$ cat config.mk
export PLATFORM = sky130hd
export DESIGN_NAME = delay_scan_ctrl
export DESIGN_NICKNAME = d
export VERILOG_FILES = /design/src/rtl/delay_scan_pkg.sv /design/src/rtl/eye_window_tracker.sv /design/src/rtl/delay_scan_ctrl.sv
export SDC_FILE = /design/constraint.sdc
export NUM_CORES = 1
export LEC_CHECK = 0
export CAP_MARGIN = 20
export CORE_MARGIN = 2
export CORE_UTILIZATION = 45
export DETAILED_ROUTE_END_ITERATION = 10
export DONT_BUFFER_PORTS = 1
export GPL_ROUTABILITY_DRIVEN = 0
export MAX_ROUTING_LAYER = met4
export PLACE_DENSITY = 0.69
export SLEW_MARGIN = 25
export SYNTH_ARGS = -nofsm -noshare
export SYNTH_HDL_FRONTEND = slang
export SYNTH_SLANG_ARGS = --single-unit
export TNS_END_PERCENT = 100
$ cat constraint.sdc
create_clock -name clk160 -period 8.4 [get_ports clk160]
set_input_delay 2.1 -clock clk160 [delete_from_list [all_inputs] [get_ports clk160]]
set_output_delay 2.1 -clock clk160 [all_outputs]
set_load 0.02 [all_outputs]
$ cat src/rtl/delay_scan_pkg.sv
// Shared types and constants for the delay eye-scan sequencer.
// The tap type matches the 9-bit delay controller interface.
package delay_scan_pkg;

  typedef enum logic [3:0] {
    IDLE,
    SET,
    WAIT_RDY,
    SETTLE,
    CLR,
    DWELL,
    EVAL,
    CALC,
    APPLY,
    FAILSET,
    DONE
  } scan_state_t;

  typedef logic [8:0] tap_t;

  localparam int TAP_W   = 9;
  // Sized for the dwell watchdog, which runs to TIMEOUT_CYCLES*256 cycles.
  localparam int TIMER_W = 24;
  // Enough for DELAY_STEP=1 across the full 512-tap range.
  localparam int RUN_W   = 10;

endpackage

$ cat src/rtl/eye_window_tracker.sv
// Tracks the current passing run and the widest passing window seen during a scan.
// Produces the window centre (rounded down) and its width in taps.
module eye_window_tracker
  import delay_scan_pkg::*;
#(
  parameter int DELAY_STEP = 8
) (
  input  logic             clk160,
  input  logic             rstb,
  input  logic             clear,
  input  logic             eval,
  input  logic             pass,
  input  tap_t             tap,
  output logic [RUN_W-1:0] best_len,
  output tap_t             centre,
  output tap_t             width
);

  logic [RUN_W-1:0] run_len_q, run_len_d;
  logic [RUN_W-1:0] best_len_q, best_len_d;
  tap_t             run_start_q, run_start_d;
  tap_t             best_start_q, best_start_d;
  logic [19:0]      span;
  logic [19:0]      full_width;

  // A strictly longer run replaces the best, so the earliest window wins a tie.
  always_comb begin
    run_len_d    = run_len_q;
    run_start_d  = run_start_q;
    best_len_d   = best_len_q;
    best_start_d = best_start_q;
    if (clear) begin
      run_len_d    = '0;
      run_start_d  = '0;
      best_len_d   = '0;
      best_start_d = '0;
    end else if (eval) begin
      if (pass) begin
        run_len_d = run_len_q + RUN_W'(1);
        if (run_len_q == '0) begin
          run_start_d = tap;
        end
      end else begin
        run_len_d = '0;
      end
      if (run_len_d > best_len_q) begin
        best_len_d   = run_len_d;
        best_start_d = run_start_d;
      end
    end
  end

  always_ff @(posedge clk160 or negedge rstb) begin
    if (!rstb) begin
      run_len_q    <= '0;
      run_start_q  <= '0;
      best_len_q   <= '0;
      best_start_q <= '0;
    end else begin
      run_len_q    <= run_len_d;
      run_start_q  <= run_start_d;
      best_len_q   <= best_len_d;
      best_start_q <= best_start_d;
    end
  end

  // A full-range pass would be 512 taps wide; that saturates to the 9-bit maximum.
  always_comb begin
    span       = 20'(best_len_q - RUN_W'(1)) * 20'(DELAY_STEP);
    full_width = 20'(best_len_q) * 20'(DELAY_STEP);
    centre     = best_start_q + tap_t'(span >> 1);
    width      = (full_width > 20'd511) ? 9'h1FF : full_width[8:0];
    best_len   = best_len_q;
  end

endmodule

$ cat src/rtl/delay_scan_ctrl.sv
// Eye-scan sequencer: sweeps the P-side delay, dwells at each tap counting errors,
// then loads the centre of the widest passing window (or FAIL_DELAY on failure).
module delay_scan_ctrl
  import delay_scan_pkg::*;
#(
  parameter int COUNTER_WIDTH  = 32,
  parameter int DELAY_STEP     = 8,
  parameter int DELAY_MAX      = 504,
  parameter int DWELL_BITS     = 65536,
  parameter int ERR_THRESH     = 0,
  parameter int SETTLE_CYCLES  = 16,
  parameter int TIMEOUT_CYCLES = 4096,
  parameter int FAIL_DELAY     = 0
) (
  input  logic                     clk160,
  input  logic                     rstb,
  input  logic                     start,
  input  logic                     abort,
  output logic                     busy,
  output logic                     done,
  output logic                     scan_fail,
  output logic [8:0]               best_delay,
  output logic [8:0]               best_width,
  output logic                     delay_set,
  output logic                     delay_mode,
  output logic [8:0]               delay_in,
  input  logic                     delay_ready,
  output logic                     reset_counters,
  input  logic [COUNTER_WIDTH-1:0] error_counter,
  input  logic [COUNTER_WIDTH-1:0] bit_counter
);

  localparam logic [TIMER_W-1:0] TIMEOUT_LAST = TIMER_W'(TIMEOUT_CYCLES - 1);
  localparam logic [TIMER_W-1:0] DWELL_LAST   = TIMER_W'(TIMEOUT_CYCLES * 256 - 1);
  localparam logic [TIMER_W-1:0] SETTLE_LAST  = TIMER_W'(SETTLE_CYCLES - 1);
  localparam logic [TIMER_W-1:0] CLR_LAST     = TIMER_W'(2);
  localparam logic [TIMER_W-1:0] RDY_FIRST    = TIMER_W'(2);
  localparam logic [9:0]         TAP_LAST     = 10'(DELAY_MAX);
  localparam logic [9:0]         TAP_INC      = 10'(DELAY_STEP);
  localparam tap_t               FAIL_TAP     = tap_t'(FAIL_DELAY);

  scan_state_t        state_q, state_d;
  logic [9:0]         tap_q, tap_d;
  logic [TIMER_W-1:0] timer_q, timer_d;
  tap_t               delay_in_q, delay_in_d;
  logic               scan_fail_q, scan_fail_d;
  tap_t               best_delay_q, best_delay_d;
  tap_t               best_width_q, best_width_d;

  logic               trk_clear;
  logic               trk_eval;
  logic               trk_pass;
  logic [RUN_W-1:0]   trk_best_len;
  tap_t               trk_centre;
  tap_t               trk_width;

  assign trk_pass = (error_counter <= COUNTER_WIDTH'(ERR_THRESH));

  eye_window_tracker #(
    .DELAY_STEP (DELAY_STEP)
  ) u_tracker (
    .clk160   (clk160),
    .rstb     (rstb),
    .clear    (trk_clear),
    .eval     (trk_eval),
    .pass     (trk_pass),
    .tap      (tap_t'(tap_q)),
    .best_len (trk_best_len),
    .centre   (trk_centre),
    .width    (trk_width)
  );

  always_ff @(posedge clk160 or negedge rstb) begin
    if (!rstb) begin
      state_q      <= IDLE;
      tap_q        <= '0;
      timer_q      <= '0;
      delay_in_q   <= '0;
      scan_fail_q  <= 1'b0;
      best_delay_q <= '0;
      best_width_q <= '0;
    end else begin
      state_q      <= state_d;
      tap_q        <= tap_d;
      timer_q      <= timer_d;
      delay_in_q   <= delay_in_d;
      scan_fail_q  <= scan_fail_d;
      best_delay_q <= best_delay_d;
      best_width_q <= best_width_d;
    end
  end

  // delay_in is loaded on entry to each load state so it is valid with the strobe.
  always_comb begin
    state_d      = state_q;
    tap_d        = tap_q;
    timer_d      = timer_q;
    delay_in_d   = delay_in_q;
    scan_fail_d  = scan_fail_q;
    best_delay_d = best_delay_q;
    best_width_d = best_width_q;
    trk_clear    = 1'b0;
    trk_eval     = 1'b0;

    unique case (state_q)
      IDLE: begin
        if (start) begin
          state_d     = SET;
          tap_d       = '0;
          delay_in_d  = '0;
          scan_fail_d = 1'b0;
          trk_clear   = 1'b1;
        end
      end
      SET: begin
        timer_d = '0;
        state_d = WAIT_RDY;
      end
      WAIT_RDY: begin
        timer_d = timer_q + TIMER_W'(1);
        if ((timer_q != '0) && delay_ready) begin
          state_d = SETTLE;
          timer_d = '0;
        end else if (timer_q == TIMEOUT_LAST) begin
          state_d     = FAILSET;
          scan_fail_d = 1'b1;
          delay_in_d  = FAIL_TAP;
          timer_d     = '0;
        end
      end
      SETTLE: begin
        timer_d = timer_q + TIMER_W'(1);
        if (timer_q == SETTLE_LAST) begin
          state_d = CLR;
          timer_d = '0;
        end
      end
      CLR: begin
        timer_d = timer_q + TIMER_W'(1);
        if (timer_q == CLR_LAST) begin
          state_d = DWELL;
          timer_d = '0;
        end
      end
      DWELL: begin
        timer_d = timer_q + TIMER_W'(1);
        if (bit_counter >= COUNTER_WIDTH'(DWELL_BITS)) begin
          state_d = EVAL;
        end else if (timer_q == DWELL_LAST) begin
          state_d     = FAILSET;
          scan_fail_d = 1'b1;
          delay_in_d  = FAIL_TAP;
          timer_d     = '0;
        end
      end
      EVAL: begin
        trk_eval = 1'b1;
        if (tap_q == TAP_LAST) begin
          state_d = CALC;
        end else begin
          tap_d      = tap_q + TAP_INC;
          delay_in_d = tap_t'(tap_q + TAP_INC);
          state_d    = SET;
        end
      end
      CALC: begin
        timer_d = '0;
        if (trk_best_len == '0) begin
          state_d     = FAILSET;
          scan_fail_d = 1'b1;
          delay_in_d  = FAIL_TAP;
        end else begin
          state_d    = APPLY;
          delay_in_d = trk_centre;
        end
      end
      APPLY: begin
        timer_d = timer_q + TIMER_W'(1);
        if (((timer_q >= RDY_FIRST) && delay_ready) || (timer_q == TIMEOUT_LAST)) begin
          state_d      = DONE;
          best_delay_d = delay_in_q;
          best_width_d = trk_width;
          if (!((timer_q >= RDY_FIRST) && delay_ready)) begin
            scan_fail_d = 1'b1;
          end
        end
      end
      FAILSET: begin
        timer_d = timer_q + TIMER_W'(1);
        if (((timer_q >= RDY_FIRST) && delay_ready) || (timer_q == TIMEOUT_LAST)) begin
          state_d      = DONE;
          best_delay_d = FAIL_TAP;
          best_width_d = '0;
        end
      end
      DONE: begin
        state_d = IDLE;
      end
      default: begin
        state_d = IDLE;
      end
    endcase

    if (abort && !(state_q inside {IDLE, FAILSET, DONE})) begin
      state_d     = FAILSET;
      scan_fail_d = 1'b1;
      delay_in_d  = FAIL_TAP;
      timer_d     = '0;
      trk_eval    = 1'b0;
    end
  end

  always_comb begin
    busy           = !(state_q inside {IDLE, DONE});
    done           = (state_q == DONE);
    delay_set      = (state_q == SET) ||
                     ((state_q inside {APPLY, FAILSET}) && (timer_q == '0));
    reset_counters = (state_q == CLR) && (timer_q == '0);
    delay_mode     = 1'b0;
    delay_in       = delay_in_q;
    scan_fail      = scan_fail_q;
    best_delay     = best_delay_q;
    best_width     = best_width_q;
  end

endmodule

Yosys cells after proc, flatten, opt, wreduce, memory -nomap -nowiden. Cells that the tools add are included.

Bits of input ports: 69. Bits in registers: 104. Output and inout bits: 33. Word-level logic and storage cells: 152.

Add/sub/neg operators: 5. Equality and inequality tests: 33. $lt $le $gt $ge: 5. Reductions and logical operators: 31. Mux-type cells: 67.

Operators by type and width (number): two-way mux 9 bit (19); two-way mux 24 bit (7); one-hot mux 24 bit (6 select lines) (1); two-way mux 10 bit (10); one-hot mux 9 bit (5 select lines) (1); two-way mux 4 bit (9); one-hot mux 4 bit (9 select lines) (1); one-hot mux 9 bit (2 select lines) (2); >= comparator 32 x 17 -> 1 bit (second input constant) (1); <= comparator 32 x 1 -> 1 bit (second input constant) (1); inequality test 3 bit (second input constant) (10); adder 24 x 1 -> 24 bit (second input constant) (1); equality test 24 x 12 -> 1 bit (second input constant) (1); equality test 24 x 2 -> 1 bit (second input constant) (1); equality test 24 x 20 -> 1 bit (second input constant) (1); equality test 24 x 4 -> 1 bit (second input constant) (1); >= comparator 24 x 2 -> 1 bit (second input constant) (1); zero test 24 bit (1); nonzero test 24 bit (1); zero test 10 bit (2); one-hot mux 10 bit (2 select lines) (1); equality test 4 x 3 -> 1 bit (second input constant) (4); two-way mux 1 bit (14); greater-than comparator 13 x 9 -> 1 bit (second input constant) (1); 29 further kinds (49).

Logic depth before layout (Yosys ltp). Gate-level depths: netlist of run 1.

Depth after elaboration: 11. Depth in mapped cells: 15. Depth with buffers taken out: 14.

By module. From an unflattened synthesis of run 1, not the netlist that was laid out.

Cells, all modules: 734. Area total of the unflattened synthesis: 6473.7 um^2.

Modules (own cells, without submodules): delay_scan_ctrl (area each 3881.2 um^2, times used 1, seq. area each 1576.5 um^2, cells each 458); eye_window_tracker (area each 2592.5 um^2, times used 1, seq. area each 950.9 um^2, cells each 276).

Least setup slack after synthesis of run 1. OpenSTA, ideal clock, no wires.

Path kind: in2reg. Start: in error_counter[5]. End: reg u_tracker.best_len_q[4], in the netlist u_tracker.best_len[4]. Required time: 8.268 ns. Cell stages on the path: 14. Setup time: 0.132 ns. Buffers on the path: 3. Arrival time: 4.714 ns. Slack: 3.554 ns. Cells stage by stage: nor4_1 > nand4_1 > or2_2 > clkbuf_1 > clkbuf_1 > nor2_1 > ha_1 > a21o_1 > a21oi_1 > o211ai_1 > nand3_1 > buf_1 > mux2i_1 > nor2_1.

Longest elaborated chain between the ends: 7. Elaborated cells between the ends (all ways): 10. Those cells by class: order compare (2); mux (6); reduce/logical (2).

RTL lines: from (decl) (line delay_scan_ctrl.sv:29) `input logic [COUNTER_WIDTH-1:0] error_counter,`; <= comparator 32 x 1 -> 1 bit * (line delay_scan_ctrl.sv:57) `assign trk_pass = (error_counter <= COUNTER_WIDTH'(ERR_THRESH));`; two-way mux 10 bit * (line eye_window_tracker.sv:38) `if (pass) begin`; two-way mux 10 bit * (line eye_window_tracker.sv:37) `end else if (eval) begin`; two-way mux 10 bit * (line eye_window_tracker.sv:32) `if (clear) begin`; greater-than comparator 10 bit / two-way mux 10 bit (equally long branches) (line eye_window_tracker.sv:46) `if (run_len_d > best_len_q) begin`; nonzero test 2 bit (no source line) / two-way mux 10 bit (equally long branches); AND reduction 2 bit (no source line) / two-way mux 10 bit (equally long branches); to (signal assigned) (line eye_window_tracker.sv:62) `best_len_q <= best_len_d;`; to (decl) (line eye_window_tracker.sv:20) `logic [RUN_W-1:0] best_len_q, best_len_d;`.

Every way passes the cells marked *; elsewhere a longest branch is shown, timed or not. The select of a mux whose other input is x is not followed. A chain may end at the register's enable or synchronous reset.

Worst setup path after layout of run 1.
Start: in error_counter[15]. End: reg u_tracker.best_start_q[0].

Longest elaborated chain between the ends: 7. Elaborated cells between the ends (all ways): 11. Those cells by class: order compare (2); mux (7); reduce/logical (2).

RTL lines: <= comparator 32 x 1 -> 1 bit * (line delay_scan_ctrl.sv:57); two-way mux 10 bit (line eye_window_tracker.sv:38); two-way mux 10 bit (line eye_window_tracker.sv:37); two-way mux 10 bit (line eye_window_tracker.sv:32); greater-than comparator 10 bit (line eye_window_tracker.sv:46); nonzero test 2 bit (no source line); AND reduction 2 bit (no source line); to (signal assigned) (line eye_window_tracker.sv:63) `best_start_q <= best_start_d;`; to (decl) (line eye_window_tracker.sv:22) `tap_t best_start_q, best_start_d;`.

Marked as above.

==> metrics.txt, run 1 <==
initial antenna violation count 0; cell family with most CP delay simple AND/OR/NAND/NOR gates; Worst EP required 8670 ps; Placed Area 0.00630 mm²; Iter 0 DRT Violations 429; vias in the first global route 4921; Reg clk slew, reported paths 60 ps; DRC Markers 0; Post-synth EDFFs 0; final period utilization 0.593; unique cell type count in the Yosys netlist 70; P_sw approximately 0.63 mW; clk sinks 99; Syn Area/Cell 8.80 µm²; internal power ~0.95 mW; gr usage total 0.205; Antenna diodes 0; critical path peak fanout 24; Die Span Y roughly 120 µm; first-pass GRT wire length 23700 µm; Inserted Clock Buffers 9; slowest CP cell or3b_2; Initial Util 0.465; Yosys reg bits 99; core box area 0.0134 mm²; RSZ-0062 raised after global routing no; Cell Pwr Density 240 mW/mm²; Design Area, Final between 0.006 and 0.007 mm²; Worst-Margin Slew 1010 ps; fmax 201 MHz; fraction of registers with async set/reset 1.00; WL final 14300 µm; Sw Share 0.400; layout cells sized above 1 0.0627; Post-synth top cells 99 x dfrtp_1, 74 x nor2_1, 60 x nand2_1, 52 x a21oi_1, 46 x o21ai_0; total I/O pin count 102; Seq/Total Area, Yosys 0.398; min-delay worst type flop to flop; crit path cell chain nor4_1 > nand4_1 > or2_2 > nor2_1 > ha_1 > nand4_1 > nor2_1 > a21oi_1 > o211ai_1 > nand3_2 > or3b_2 > a21oi_1; Clock Skews 8.39 ps; Setup WS post-layout 3420 ps; Clock Latency Late Sink between 300 and 400 ps; number of routed nets with antenna violations 0; largest net degree at the start of global routing 100; dominant cell type by area after synthesis dfrtp_1; Final min period 4980 ps; Total Neg Setup Slack 0 ps; Clk pwr share 0.259; final setup vio count 0; Pins Over Slew Limit 0; Mapped Cells 707; most instantiated library cell after synthesis dfrtp_1; Synth Warn # 0; synthesized area 0.00622 mm²; site row count 42; final hold vios 0; Pleak around 2.8 nW; Rel. slew slack 0.323; vias per cell approximately 6.1; gr ovfl total 0; prevailing post-synth register cell dfrtp_1; Post-layout nets 776; htree depth 3; Comb pwr share 0.367; synth top area cells dfrtp_1 40%, ha_1 4.6%, nor2_1 4.5%; Max Cap Violations 0; Avg WL per Cell 16.6 µm; HPWL after DPL 10200 µm; WS Path Type input pin to flop; max incr delay on CP 670 ps; root cell of the clock tree clkbuf_16; Critical Path Source Type input pin; Worst Setup End Kind flop; Max VDD drop 0.000116 V; I/O Buffers 0; Die X 122 µm; Place WS 3030 ps; drt pass-1 iters 5; cts hold-fix bufs 0; routed vias 5235; syn nets 800; post-synth top area share 0.398; Bufs and invs on worst path 0; status finished, final reports clean; Post-CTS Setup Inserts 0; die area 0.0148 mm²; sequential share of power 0.374; Worst EP arrival 5250 ps; CTS tree done; clock tree buffer depth 2; Synth-to-Final Area Change 5.75%; CTS resizes 0
## per-layer routing
metal	vias up	GRT usage	wire [µm]
met5	-	-	0
met1	2548	0.269	6330
met4	0	0.0776	295
met2	171	0.316	6770
li1	2497	-	-
met3	19	0.0393	906
## cells in the final DEF (no fill, tap or decap), types with 4 or more instances in the layout
master,synthesis,final
o31ai_1,4,4
a31oi_1,16,16
and3_1,7,7
dfrtp_1,99,99
nor2_1,74,74
or2_2,6,6
nand3_1,22,21
nor3b_1,5,5
inv_1,25,25
nor3_1,21,21
nor2b_1,9,9
a22o_1,7,7
o21ai_0,46,46
buf_4,5,4
nand3b_1,4,4
a21o_1,6,6
clkbuf_16,0,9
mux2i_1,24,24
a211oi_1,5,5
xor2_1,6,6
or3_1,9,9
nand2b_1,18,18
nand4_1,17,17
nand2_1,60,60
and2_1,6,6
mux2_2,5,5
xnor2_1,17,17
a21oi_1,52,52
nor4_1,20,20
ha_1,23,23
## area by class of cell
class | count | area (µm²)
well taps | 176 | 220
flip-flops and latches | 99 | 2480
clock inverters | 3 | 40.0
fillers | 1242 | 6820
multi-input cells | 544 | 3480
clock buffers | 11 | 243
repair buffers | 4 | 30.0
inverters | 25 | 93.8
## final timing paths
| path | startpoint | endpoint | slack (ps) | depth (start not counted) |
|---|---|---|---|---|
| worst min-delay path | u_tracker.run_start_q[0] | u_tracker.run_start_q[0] | 480 | 1 |
| max in group asynchronous | rstb | timer_q[14] | 6730 | 0 |
| worst max register to register | state_q[3] | u_tracker.best_start_q[0] | 4400 | 8 |
| min in group asynchronous | rstb | state_q[2] | 1440 | 0 |
| worst max-delay path | error_counter[15] | u_tracker.best_start_q[0] | 3420 | 12 |
| worst min register to register | u_tracker.run_start_q[0] | u_tracker.run_start_q[0] | 480 | 1 |
## metrics by stage
step           hold slack [ps]  total power [mW]  utilization  instances
5_1_grt                    507              1.68        0.491        862
3_5_place_dp               471              1.17        0.470        848
3_3_place_gp               463              1.15        0.470        848
6_report                   483              1.58        0.491        862
2_1_floorplan              443              1.06            -        707
4_1_cts                    485              1.58        0.491        862
## logic make-up after synthesis
logic type,Yosys count,share of synthesized area
AND/OR/NAND/NOR,297,0.252
XOR/XNOR,23,0.0324
AO/OA/AOI/OAI,167,0.170
multiplexers,32,0.0531
other,1,0.000602
adder cells (fa/ha/maj),24,0.0494
buffers and inverters,64,0.0440
flip-flops,99,0.398
## power by group through the flow
| stage | combinational [mW] | clock [mW] | sequential (mW) |
|---|---|---|---|
| after floorplan | 0.512 | 0 | 0.548 |
| after CTS | 0.575 | 0.420 | 0.591 |
| final | 0.580 | 0.410 | 0.593 |
| after global routing | 0.640 | 0.439 | 0.603 |
| after detailed placement | 0.572 | 0 | 0.600 |
| after global placement | 0.557 | 0 | 0.597 |
## flip-flops by register name, summed over array words and instances (netlist names)
name,flops
best_delay,9
scan_fail,1
u_tracker.run_len_q,10
tap_q,7
u_tracker.best_len,10
u_tracker.run_start_q,9
delay_in,9
best_width,7
u_tracker.best_start_q,9
timer_q,24
state_q,4
## worst register-to-register path, cell delays in order, from the launching register on
cell and delay (ps):
dfrtp_1 670, nor4_1 620, a21oi_1 320, and3_1 300, buf_4 190, nor2_1 390, nand3_2 620, or3b_2 670
a21oi_1 150
(Power assumes the default switching activity.)
==> run 2: changes to the inputs <==
==> constraint.sdc (replaced) <==
create_clock -name clk160 -period 5.04 [get_ports clk160]
set_input_delay 1.26 -clock clk160 [delete_from_list [all_inputs] [get_ports clk160]]
set_output_delay 1.26 -clock clk160 [all_outputs]
set_load 0.02 [all_outputs]
==> run 2 against run 1 <==
  * Utilization rose by 0.11 points
  * Setup slack got worse by 2500 ps
  * Die area did not move
  * Register-to-register slack got worse by 3200 ps
  * Sequential power rose by 63%
  * Critical path depth did not move
  * Critical path type unchanged
  * Highest routed layer unchanged
  * Cell area rose by 0.23%
==> metrics.txt, run 2 (synthesized netlist as in run 1, its figures left out) <==
Critical Path Source Type input pin; root cell of the clock tree clkbuf_16; Die X 122 µm (unchanged); Avg WL per Cell 16.5 µm (-0.33%); final cell count without fillers 867 (+0.58%); htree depth 3 (unchanged); total I/O pin count 102 (unchanged); CTS resizes 0 (unchanged); Pleak 2.81 nW (+0.14%); Cells after DPL 851 (+0.35%); first-pass GRT wire length 23700 µm (+0.15%); Max VDD drop 0.000252 V (+120%); vias in the first global route 4741 (-3.7%); Place WS 596 ps (-2440 ps); Worst EP arrival 4390 ps (-860 ps); Design Area, Final 0.00660 mm² (+0.23%); hold slack 488 ps (+5.35 ps); WL final 14300 µm (+0.25%); fmax 243 MHz; Inserted Clock Buffers 9 (unchanged); Setup WS post-layout 917 ps (-2500 ps); Cell Pwr Density 398 mW/mm² (+65%); status finished, final reports clean; Worst-Margin Slew 1010 ps (-2.73 ps); final setup vio count 0 (unchanged); Largest Register timer_q; Largest register FFs 24 (unchanged); cts hold-fix bufs 0 (unchanged); Placed Area 0.00632 mm² (+0.28%); DRC Markers 0 (unchanged); commonest non-fill, non-tap cell in the layout dfrtp_1; drt pass-1 iters 7 (+2); gr ovfl total 0 (unchanged); Clock Latency Late Sink 350 ps (about the same); final hold vios 0 (unchanged); CTS tree done; Post-layout nets 779 (+0.39%); Synth-to-Final Area Change 5.99%; Initial Util 0.465 (unchanged); Max Cap Violations 0 (unchanged); core box area 0.0134 mm² (unchanged); Total Neg Setup Slack 0 ps (unchanged); Pins Over Slew Limit 0 (unchanged); WS Path Type input pin to flop; layout cells sized above 1 0.0680 (+0.00534); vias per cell 5.96 (-1.8%); routed vias 5169 (-1.3%); Rel. slew slack 0.325 (+0.00182); critical path peak fanout 18 (-25%); Worst Setup End Kind flop; clk sinks 99 (unchanged); Worst EP required 5310 ps (-3360 ps); site row count 42 (unchanged); Antenna diodes 0 (unchanged); die area 0.0148 mm² (unchanged); largest net degree at the start of global routing 100 (unchanged); most frequent cells in the layout 99 x dfrtp_1, 74 x nor2_1, 60 x nand2_1, 52 x a21oi_1, 46 x o21ai_0; Clock Skews 7.22 ps (-1.17 ps); HPWL after DPL 10200 µm (+0.51%); number of routed nets with antenna violations 0 (unchanged); Final min period 4120 ps; Reg clk slew, reported paths 60 ps (about the same); initial antenna violation count 0 (unchanged); Iter 0 DRT Violations 550 (+28%); clock tree buffer depth 2 (unchanged); gr usage total 0.206 (+0.00123); Die Span Y 122 µm (unchanged); I/O Buffers 0 (unchanged); RSZ-0062 raised after global routing no; Post-CTS Setup Inserts 0 (unchanged); final period utilization 0.818; min-delay worst type flop to flop
-- run 2: where the power goes --
part	internal (mW)	leakage, nW	switching [mW]
sequential	0.848	1.37	0.121
combinational	0.349	1.31	0.647
clock	0.350	0.132	0.308
-- run 2: final cells by class --
| class | count | area, µm² |
|---|---|---|
| multi-input cells | 544 | 3470 |
| well taps | 176 | 220 |
| fillers | 1217 | 6800 |
| repair buffers | 7 | 52.6 |
| clock buffers | 11 | 243 |
| inverters | 25 | 93.8 |
| flip-flops and latches | 99 | 2480 |
| clock inverters | 5 | 37.5 |
-- run 2: worst max-delay path, stage by stage --
cell,delay [ps]
nor4_1,280
nand4_1,140
or2_2,470
nor2_1,270
ha_1,190
nand4_1,140
nor2_1,170
a21oi_1,80
o211ai_1,90
nand3_1,500
or3b_2,640
a21oi_1,160
-- run 2: per-stage QoR --
| step | total power, mW | util |
|---|---|---|
| finish | 2.62 | 0.492 |
| global route | 2.79 | 0.492 |
| CTS | 2.62 | 0.492 |
| detailed placement | 1.96 | 0.471 |
| global placement | 1.93 | 0.471 |
| floorplan | 1.77 | - |
-- run 2: per-layer routing --
layer | GRT usage | up-vias | wire length, µm
met1 | 0.284 | 2488 | 6590
met4 | 0.0726 | 0 | 208
met2 | 0.307 | 148 | 6670
met3 | 0.0379 | 20 | 866
li1 | - | 2513 | -
met5 | - | - | 0
-- run 2: worst paths after layout --
check	slack [ps]	from	cells past startpoint	endpoint
worst max-delay path	920	error_counter[15]	12	u_tracker.best_start_q[0]
worst min-delay path	490	u_tracker.run_start_q[0]	1	u_tracker.run_start_q[0]
worst max register to register	1230	state_q[1]	8	u_tracker.best_start_q[0]
worst min register to register	490	u_tracker.run_start_q[0]	1	u_tracker.run_start_q[0]
max in group asynchronous	4280	rstb	0	timer_q[12]
min in group asynchronous	600	rstb	0	state_q[2]
